## config.mk

```make
export PLATFORM = sky130hd
export DESIGN_NAME = vga_bounce_gen_flat
export DESIGN_NICKNAME = d
export VERILOG_FILES = /design/src/rtl/vga_bounce_gen_if.sv /design/src/rtl/vga_bounce_gen.sv /design/src/flat_wrapper.sv
export SDC_FILE = /design/constraint.sdc
export NUM_CORES = 1
export LEC_CHECK = 0
export BUFFER_PORTS_ARGS = -buffer_cell sky130_fd_sc_hd__buf_2
export CORE_ASPECT_RATIO = 0.5
export CORE_MARGIN = 1
export CORE_UTILIZATION = 55
export CTS_CLUSTER_DIAMETER = 200
export DETAILED_ROUTE_END_ITERATION = 8
export PLACE_DENSITY = 0.79
export SLEW_MARGIN = 20
export SYNTH_ARGS = -nofsm -noshare
export SYNTH_HDL_FRONTEND = slang
export SYNTH_SLANG_ARGS = --single-unit
```

## constraint.sdc

```tcl
create_clock -name clk -period 3.3 [get_ports clk]
set_input_delay 0 -clock clk [delete_from_list [all_inputs] [get_ports clk]]
set_output_delay 0 -clock clk [all_outputs]
set_load 0.01 [all_outputs]
```

## src/rtl/vga_bounce_gen_if.sv

```systemverilog
// Pixel bus between the VGA driver (master) and a pixel source (slave):
// next-pixel coordinates out of the driver, registered colour back into it.
interface vga_bounce_gen_if;
  logic [9:0] x;
  logic [9:0] y;
  logic [7:0] red_out;
  logic [7:0] green_out;
  logic [7:0] blue_out;

  modport master (output x, y, input red_out, green_out, blue_out);
  modport slave  (input x, y, output red_out, green_out, blue_out);
endinterface

```

## src/rtl/vga_bounce_gen.sv

```systemverilog
// Bouncing square sprite pixel source with pause and frame-synchronous load.
// Define CHECKER_BG_EN to replace the solid background with a 32-px checkerboard.
module vga_bounce_gen #(
  parameter int          H_RES      = 640,
  parameter int          V_RES      = 480,
  parameter int          SIZE       = 32,
  parameter int          STEP       = 2,
  parameter logic [23:0] SPRITE_RGB = 24'hFF2000,
  parameter logic [23:0] BG_RGB     = 24'h101010
) (
  input  logic                 clk,
  input  logic                 reset,
  vga_bounce_gen_if.slave      pix,
  input  logic                 pause,
  input  logic                 load,
  input  logic [9:0]           load_x,
  input  logic [9:0]           load_y,
  output logic                 frame_pulse,
  output logic [15:0]          bounce_count
);

  localparam logic [1:0] ST_RUN    = 2'd0;
  localparam logic [1:0] ST_PAUSED = 2'd1;
  localparam logic [1:0] ST_APPLY  = 2'd2;

  localparam logic [9:0]  X_LIM   = 10'(H_RES - SIZE);
  localparam logic [9:0]  Y_LIM   = 10'(V_RES - SIZE);
  localparam logic [9:0]  X_EOF   = 10'(H_RES - 1);
  localparam logic [9:0]  Y_EOF   = 10'(V_RES - 1);
  localparam logic [10:0] SIZE_W  = 11'(SIZE);
  localparam logic [10:0] STEP_W  = 11'(STEP);
  localparam logic [9:0]  STEP_10 = 10'(STEP);

  logic [1:0]  state;
  logic [9:0]  pos_x, pos_y;
  logic        neg_x, neg_y;
  logic        pending;
  logic [9:0]  sh_x, sh_y;

  logic        eof_p0, in_x_p0, in_y_p0;
  logic [23:0] bg_p0, rgb_p0;
  logic [23:0] rgb_p1;
  logic        frame_p1;

  logic [9:0]  nx_pos_x, nx_pos_y;
  logic        nx_neg_x, nx_neg_y;
  logic        bnc_x, bnc_y;
  logic        apply_now, do_step;

  // Returns {bounced, new_dir_negative, new_pos}; lim is RES-SIZE.
  function automatic logic [11:0] step_axis(input logic [9:0] pos,
                                            input logic       neg,
                                            input logic [9:0] lim);
    logic [11:0] r;
    if (!neg && (({1'b0, pos} + STEP_W) > {1'b0, lim}))
      r = {1'b1, 1'b1, lim};
    else if (neg && ({1'b0, pos} < STEP_W))
      r = {1'b1, 1'b0, 10'd0};
    else if (neg)
      r = {1'b0, 1'b1, pos - STEP_10};
    else
      r = {1'b0, 1'b0, pos + STEP_10};
    return r;
  endfunction

  function automatic logic [9:0] clamp_pos(input logic [9:0] v, input logic [9:0] lim);
    return (v > lim) ? lim : v;
  endfunction

`ifdef CHECKER_BG_EN
  function automatic logic [7:0] sat_shl2(input logic [7:0] c);
    return (c > 8'd63) ? 8'hFF : {c[5:0], 2'b00};
  endfunction
`endif

  // Stage p0: decode the presented coordinate against the current sprite position
  always_comb begin
    eof_p0  = (pix.x == X_EOF) && (pix.y == Y_EOF);
    in_x_p0 = ({1'b0, pix.x} >= {1'b0, pos_x}) && ({1'b0, pix.x} < ({1'b0, pos_x} + SIZE_W));
    in_y_p0 = ({1'b0, pix.y} >= {1'b0, pos_y}) && ({1'b0, pix.y} < ({1'b0, pos_y} + SIZE_W));
`ifdef CHECKER_BG_EN
    bg_p0 = (pix.x[5] ^ pix.y[5]) ? BG_RGB
          : {sat_shl2(BG_RGB[23:16]), sat_shl2(BG_RGB[15:8]), sat_shl2(BG_RGB[7:0])};
`else
    bg_p0 = BG_RGB;
`endif
    rgb_p0 = (in_x_p0 && in_y_p0) ? SPRITE_RGB : bg_p0;
  end

  always_comb begin
    {bnc_x, nx_neg_x, nx_pos_x} = step_axis(pos_x, neg_x, X_LIM);
    {bnc_y, nx_neg_y, nx_pos_y} = step_axis(pos_y, neg_y, Y_LIM);
    apply_now = (state == ST_RUN) && !pause && eof_p0 && pending;
    do_step   = (state == ST_RUN) && !pause && eof_p0 && !pending;
  end

  // Stage p1: registered colour and frame pulse; motion updates only on eof
  always_ff @(posedge clk or negedge reset) begin
    if (!reset) begin
      state        <= ST_RUN;
      pos_x        <= 10'd0;
      pos_y        <= 10'd0;
      neg_x        <= 1'b0;
      neg_y        <= 1'b0;
      pending      <= 1'b0;
      bounce_count <= 16'd0;
      frame_p1     <= 1'b0;
      rgb_p1       <= 24'd0;
    end else begin
      frame_p1 <= eof_p0;
      rgb_p1   <= rgb_p0;
      // A strobe coinciding with an apply is kept for the following eof.
      pending  <= load | (pending & ~apply_now);
      if (apply_now) begin
        pos_x <= sh_x;
        pos_y <= sh_y;
      end else if (do_step) begin
        pos_x        <= nx_pos_x;
        pos_y        <= nx_pos_y;
        neg_x        <= nx_neg_x;
        neg_y        <= nx_neg_y;
        bounce_count <= bounce_count + {15'd0, bnc_x} + {15'd0, bnc_y};
      end
      case (state)
        ST_RUN: begin
          if (pause)          state <= ST_PAUSED;
          else if (apply_now) state <= ST_APPLY;
        end
        ST_PAUSED: if (eof_p0 && !pause) state <= ST_RUN;
        ST_APPLY:  state <= pause ? ST_PAUSED : ST_RUN;
        default:   state <= ST_RUN;
      endcase
    end
  end

  always_ff @(posedge clk) begin
    if (load) begin
      sh_x <= clamp_pos(load_x, X_LIM);
      sh_y <= clamp_pos(load_y, Y_LIM);
    end
  end

  assign pix.red_out   = rgb_p1[23:16];
  assign pix.green_out = rgb_p1[15:8];
  assign pix.blue_out  = rgb_p1[7:0];
  assign frame_pulse   = frame_p1;

endmodule

```

## src/flat_wrapper.sv

```systemverilog
// flat-port wrapper written by rule: the top's interface ports become plain ports
module vga_bounce_gen_flat 
#(
  parameter int          H_RES      = 640,
  parameter int          V_RES      = 480,
  parameter int          SIZE       = 32,
  parameter int          STEP       = 2,
  parameter logic [23:0] SPRITE_RGB = 24'hFF2000,
  parameter logic [23:0] BG_RGB     = 24'h101010
)
  (clk, reset, pause, load, load_x, load_y, frame_pulse, bounce_count, pix_x, pix_y, pix_red_out, pix_green_out, pix_blue_out);
  vga_bounce_gen_if pix_i ();
  input  logic clk;
  input  logic reset;
  input  logic pause;
  input  logic load;
  input  logic [9:0] load_x;
  input  logic [9:0] load_y;
  output logic frame_pulse;
  output logic [15:0] bounce_count;
  input wire logic [$bits(pix_i.x)-1:0] pix_x;
  input wire logic [$bits(pix_i.y)-1:0] pix_y;
  output wire logic [$bits(pix_i.red_out)-1:0] pix_red_out;
  output wire logic [$bits(pix_i.green_out)-1:0] pix_green_out;
  output wire logic [$bits(pix_i.blue_out)-1:0] pix_blue_out;
  assign pix_i.x = pix_x;
  assign pix_i.y = pix_y;
  assign pix_red_out = pix_i.red_out;
  assign pix_green_out = pix_i.green_out;
  assign pix_blue_out = pix_i.blue_out;
  vga_bounce_gen #(.H_RES(H_RES), .V_RES(V_RES), .SIZE(SIZE), .STEP(STEP), .SPRITE_RGB(SPRITE_RGB), .BG_RGB(BG_RGB)) u_core (.clk(clk), .reset(reset), .pix(pix_i), .pause(pause), .load(load), .load_x(load_x), .load_y(load_y), .frame_pulse(frame_pulse), .bounce_count(bounce_count));
endmodule
```

**After elaboration in Yosys (flattened, before gate mapping)**

Cells that the tools add are included.

- Bits in registers: 86
- Latch bits: 0
- Bits in writable memories: 0
- ROM bits: 0
- Input port bits: 44
- Output and inout bits: 41
- Memories kept: 0

- $add $sub $neg: 10
- Multipliers: 0
- Div/mod/pow operators: 0
- Order comparisons: 10
- Equal/unequal tests: 6
- Shift operators: 0
- Muxes and demuxes: 16
- Bitwise gates (word level): 3
- Reductions and logical operators: 21

Operators by type and width:

| cell | count |
|---|---|
| 12-bit two-way mux | 4 |
| 10-bit two-way mux | 4 |
| 16-bit by 1-bit adder with 16-bit output | 2 |
| 24-bit two-way mux | 1 |
| 10-bit by 2-bit adder with 11-bit output, second input constant | 2 |
| 10-bit by 6-bit adder with 11-bit output, second input constant | 2 |
| 10-bit by 11-bit < comparator with 1-bit output | 2 |
| 11-bit two-way mux | 2 |
| 10-bit by 2-bit adder with 10-bit output, second input constant | 2 |
| 10-bit greater-or-equal comparator | 2 |
| 10-bit by 2-bit < comparator with 1-bit output, second input constant | 2 |
| 10-bit by 2-bit subtractor with 10-bit output, second input constant | 2 |
| 1-bit logical AND | 13 |
| 11-bit by 10-bit > comparator with 1-bit output, second input constant | 1 |
| 11-bit by 9-bit > comparator with 1-bit output, second input constant | 1 |
| 10-bit equality test, second input constant | 1 |
| 10-bit by 9-bit equality test with 1-bit output, second input constant | 1 |
| 10-bit > comparator, second input constant | 1 |
| 10-bit by 9-bit > comparator with 1-bit output, second input constant | 1 |
| 2-bit two-way mux | 3 |
| 2-bit case mux with 3 select lines | 1 |
| 1-bit zero test | 4 |
| 2-bit AND reduction | 2 |
| 3-bit by 2-bit inequality test with 1-bit output, second input constant | 1 |
| other kinds (9) | 9 |

**Depth between registers and ports, before layout**

- Depth after elaboration: 7
- Depth in mapped cells: 14
- Mapped depth without buffers: 13

**Least setup slack after synthesis**

Ideal clock, no wire load.

- Kind: flip-flop to flip-flop
- Start: register u_core.pos_x[6]
- End: register u_core.bounce_count[15]
- Data arrival time: 2.674 ns
- Setup slack: 0.547 ns
- Cell stages (with the launch flop): 13
- Buffers on the path: 0
- Clock period less this slack: 2.753 ns
- Cells stage by stage: dfrtp_1 -> ha_1 -> and4_1 -> a31oi_1 -> o221ai_1 -> a31oi_4 -> o21bai_4 -> inv_1 -> fa_1 -> inv_1 -> nand4_1 -> nor3_1 -> xor2_1

- Longest elaborated chain between the ends: 6
- Elaborated cells on any way between the ends: 9
- Classes of those cells: 3 x add/sub; 2 x order compare; 2 x mux; 2 x reduce/logical

RTL lines:

| element | RTL line | source |
|---|---|---|
| start, declared | vga_bounce_gen.sv:35 | `logic [9:0] pos_x, pos_y;` |
| start signal, assigned | vga_bounce_gen.sv:118 | `pos_x <= nx_pos_x;` |
| 10-bit by 2-bit adder with 11-bit output / 10-bit by 2-bit < comparator with 1-bit output (equally long branches) | vga_bounce_gen.sv:55, vga_bounce_gen.sv:57 |  |
| 11-bit by 10-bit > comparator with 1-bit output / 1-bit logical AND (equally long branches) | vga_bounce_gen.sv:55, vga_bounce_gen.sv:57 |  |
| 1-bit logical AND / 12-bit two-way mux (equally long branches) | vga_bounce_gen.sv:55, vga_bounce_gen.sv:57 |  |
| 12-bit two-way mux * | vga_bounce_gen.sv:55 | `if (!neg && (({1'b0, pos} + STEP_W) > {1'b0, lim}))` |
| 16-bit by 1-bit adder with 16-bit output * (2 in series) | vga_bounce_gen.sv:122 | `bounce_count <= bounce_count + {15'd0, bnc_x} + {15'd0, bnc_y};` |
| end signal, assigned | vga_bounce_gen.sv:122 |  |
| end, declared | vga_bounce_gen.sv:19 | `output logic [15:0] bounce_count` |

Mark *: on every way between the ends. The rest lies on a longest branch, timed or not.
A chain may end at the register's enable or synchronous reset.

**Worst setup path after layout**

- Start: register u_core.pos_x[2]
- End: register u_core.bounce_count[15]

Same word-level chain as after synthesis.

==> metrics.md <==
| Metric | Value |
|---|---|
| Run status | completed |
| Slew HR | 57.1% |
| Worst setup EP type | register |
| Post-Synth Adder-Cell Area | between 10% and 20% |
| CTS buffer count | 9 |
| Row count | 23 |
| Minimum clock period | approximately 3.1 ns |
| Worst-skew pair later-pin latency | between 0.3 and 0.4 ns |
| Initial antenna violation count | 0 |
| DR vias | 4408 |
| Commonest cells post-synth | 45 x dfrtp_1, 39 x ha_1, 38 x nor2_1, 29 x inv_1, 28 x nand2_1 |
| Hold Fails Final Rpt | 0 |
| Port Buffers | 71 |
| Critical path cell sequence | ha_1, buf_4, nor2_1, a41oi_1, o22ai_1, a31oi_4, o21bai_4, inv_1, fa_1, inv_1, nand4_1, nor3_2, xor2_1 |
| Post-Synth Simple-Gate Area | between 20% and 30% |
| Top cell type's share of synthesized area | a little under a quarter |
| Cells after Synth | 530 |
| Reg-to-reg endpoint | u_core.bounce_count[15] |
| Internal reg-to-reg setup slack | approximately 0.22 ns |
| Layout cell share with drive strength beyond 1 | 19.8% |
| Synth Flop Type | dfrtp_1 |
| Routed Antenna Nets | 0 |
| Area of the multi-input gates | about 2800 um2 |
| Most Frequent Cell on Critical Path | inv_1 |
| Achievable clock frequency | 0.325 GHz |
| Fraction of registers with async set/reset | 69.2% |
| Io pins | between 80 and 90 |
| Slowest stage delay, CP | around 0.48 ns |
| CTS Sinks | 65 |
| Area Overhead vs Synth | 19.1% |
| Mux share of post-synthesis cell area | less than 1% |
| Sequential share of the synthesized area | between 30% and 40% |
| Setup Skew | between 0.009 and 0.01 ns |
| Final core utilization | between 70 and 80% |
| YS warnings | 0 |
| Max-slew violation count | 0 |
| Area leader, netlist | dfrtp_1 |
| Finish-stage setup viols | 0 |
| Initial core utilization | between 50% and 60% |
| Crit path kind | register to register |
| Count leader, synth | dfrtp_1 |
| Deepest clock path buffer count | 2 |
| Gr usage total | around 29% |
| R2R Path Start | u_core.pos_x[2] |
| CP startpoint kind | register |
| Overall Power | about 0.0021 W |
| Netlist cell types | 75 |
| Number of remaining DRC errors | 0 |
| Maximum VDD drop | roughly 0.4 mV |
| Final worst slack | 0.223 ns |
| Worst-margin pin slew | 0.638 ns |
| HPWL Detailed | between 8 and 9 mm |
| Post-CTS setup repair buffer count | 0 |
| Number of fill cells | just over 600 |
| WL final | approximately 13 mm |
| H-tree levels | 3 |
| Final period util | 93.2% |
| Buf+Inv Stages, Crit Path | 3 |
| FF+latch count, synth | 65 |
| Nets@finish | 700 |
| Placed inst area | about 5300 um2 |
| Grt ovf | 0 |
| Initial drt markers | 460 |
| Drt pass-1 iters | 5 |
| Worst Path Required | approximately 3.6 ns |
| Vias/cell | ~6 |
| Vias in the first global route | roughly 4100 |
| HP Start | load_x[8] |
| Root Driver | clkbuf_16 |
| WP data arrival | 3.33 ns |
| Antenna cells | 0 |
| Critical path's top delay family | compound AO/OA/AOI/OAI gates |
| Die Footprint | a little over 9000 um2 |
| Worst path slowest cell | dfrtp_2 |
| Mean post-synth cell area | 9.25 um2 |
| Hold Crit Class | input port to register |
| Max FO, Critical Path | 11 |
| Placer congestion estimate | between 0.9 and 1 |
| Max-Cap Viols | 0 |
| R2R depth | 13 |
| WL/cell | 17.2 um |
| Global-route wire length before repair | 20.3 mm |
| Clock Pin Slew Worst Setup and Hold Paths | 0.06 ns |
| Final instance area | between 5000 and 6000 um2 |
| Dpl ws | ~0.13 ns |
| CTS tree | done |
| Synth top area cells | dfrtp_1 23%, edfxtp_1 12%, ha_1 10%, buf_4 3.8%, nor2_1 2.9% |
| Core area | between 8000 and 9000 um2 |
| Pleak | ~2.7 nW |
| Synth Cell Area | between 4000 and 5000 um2 |
| Share of the synthesized area in compound gates (AO/OA/AOI/OAI) | a little under a fifth |
| Hold endpoint | u_core.sh_x[8] |
| Xor/xnor share of the synthesized area | 4.11% |
| FF/Latch Area | around 1700 um2 |
| Worst hold path depth | 2 |
| Die Y | roughly 69 um |
| Chip Width | 135 um |
| Largest family of logic cells by synthesized area | simple AND/OR/NAND/NOR gates |
| Post-synth EDFFs | 20 |
| Pwr per Cell Area | around 370 nW/um2 |
| Largest net degree at the start of global routing | 30 |
## state kept, by name, summed over array words and instances, names as in the netlist
signal               cells
u_core.sh_x             10
u_core.bounce_count     16
u_core.pos_x            10
u_core.sh_y             10
u_core.neg_y             1
u_core.neg_x             1
u_core.state             2
u_core.frame_pulse       1
u_core.pos_y            10
u_core.pending           1
u_core.rgb_p1            3
## how the worst max path moves through the flow
stage                               start                       to  slack [ns]  cells past startpoint
after floorplan           u_core.pos_x[6]  u_core.bounce_count[15]        0.55                     12
after detailed placement  u_core.pos_x[2]  u_core.bounce_count[10]        0.13                     13
after global placement    u_core.pos_x[2]  u_core.bounce_count[15]        0.31                     12
after global routing      u_core.pos_x[2]  u_core.bounce_count[10]      -0.009                     13
after CTS                 u_core.pos_x[2]  u_core.bounce_count[10]        0.06                     13
final                     u_core.pos_x[2]  u_core.bounce_count[15]        0.22                     13
## metal layers
metal	global-route usage (%)	vias up	part of all wire [%]
met5	0	-	0
met4	8.85	0	1.0
met3	6.65	18	7.6
met2	47.8	227	47
met1	37.4	2068	45
li1	-	2095	-
## where the power goes
| group | internal, W | total (W) | switching, W |
|---|---|---|---|
| Clock | 0.000742 | 0.00111 | 0.000369 |
| Combinational | 0.0000754 | 0.000157 | 0.0000820 |
| Sequential | 0.000857 | 0.000866 | 0.00000867 |
## final cells by class
cell class,instances,share of cell area (%)
multi-input cells,401,48.3
flip-flops and latches,65,29.6
repair buffers,108,11.8
clock buffers,10,3.92
well taps,112,2.40
inverters,31,1.99
clock inverters,6,1.97
## metrics by stage
stage	instances	setup TNS, ns	hold WS [ns]
global route	733	-0.00890	0.0311
floorplan	543	0	-0.296
CTS	733	0	0.0113
detailed placement	695	0	-0.0391
global placement	695	0	-0.0492
finish	733	0	0.0220
## cell families (layout without fill, tap and decap cells)
| kind of cell | Yosys count | count (layout) |
|---|---|---|
| buf+inv | 77 | 155 |
| flops | 65 | 65 |
| compound gates | 129 | 129 |
| mux | 4 | 4 |
| simple gates | 190 | 190 |
| xor+xnor | 23 | 23 |
| fa+ha+maj | 40 | 40 |
| other cells | 2 | 15 |
## cell usage in the layout (no fill, tap or decap), types with 8 or more instances in the layout
master,instances
nand3_1,9
edfxtp_1,20
nand4_1,11
xnor2_1,15
a31oi_1,9
nor2_1,38
clkbuf_16,9
nand2_1,28
xor2_1,8
conb_1,15
ha_1,39
and2_1,15
a22oi_1,8
nor3_1,23
dlygate4sd3_1,22
o22ai_1,8
o21ai_0,14
dfrtp_1,44
buf_4,15
inv_1,29
a21oi_1,27
and3_1,8
buf_2,71
nand2b_1,9
## repair_timing
item,in CTS,in global routing
setup endpoints to repair,0,10
hold endpoints to repair,36,0
hold buffers,22,0
gates resized for setup,0,4
Power figures use the tool's default switching activity.
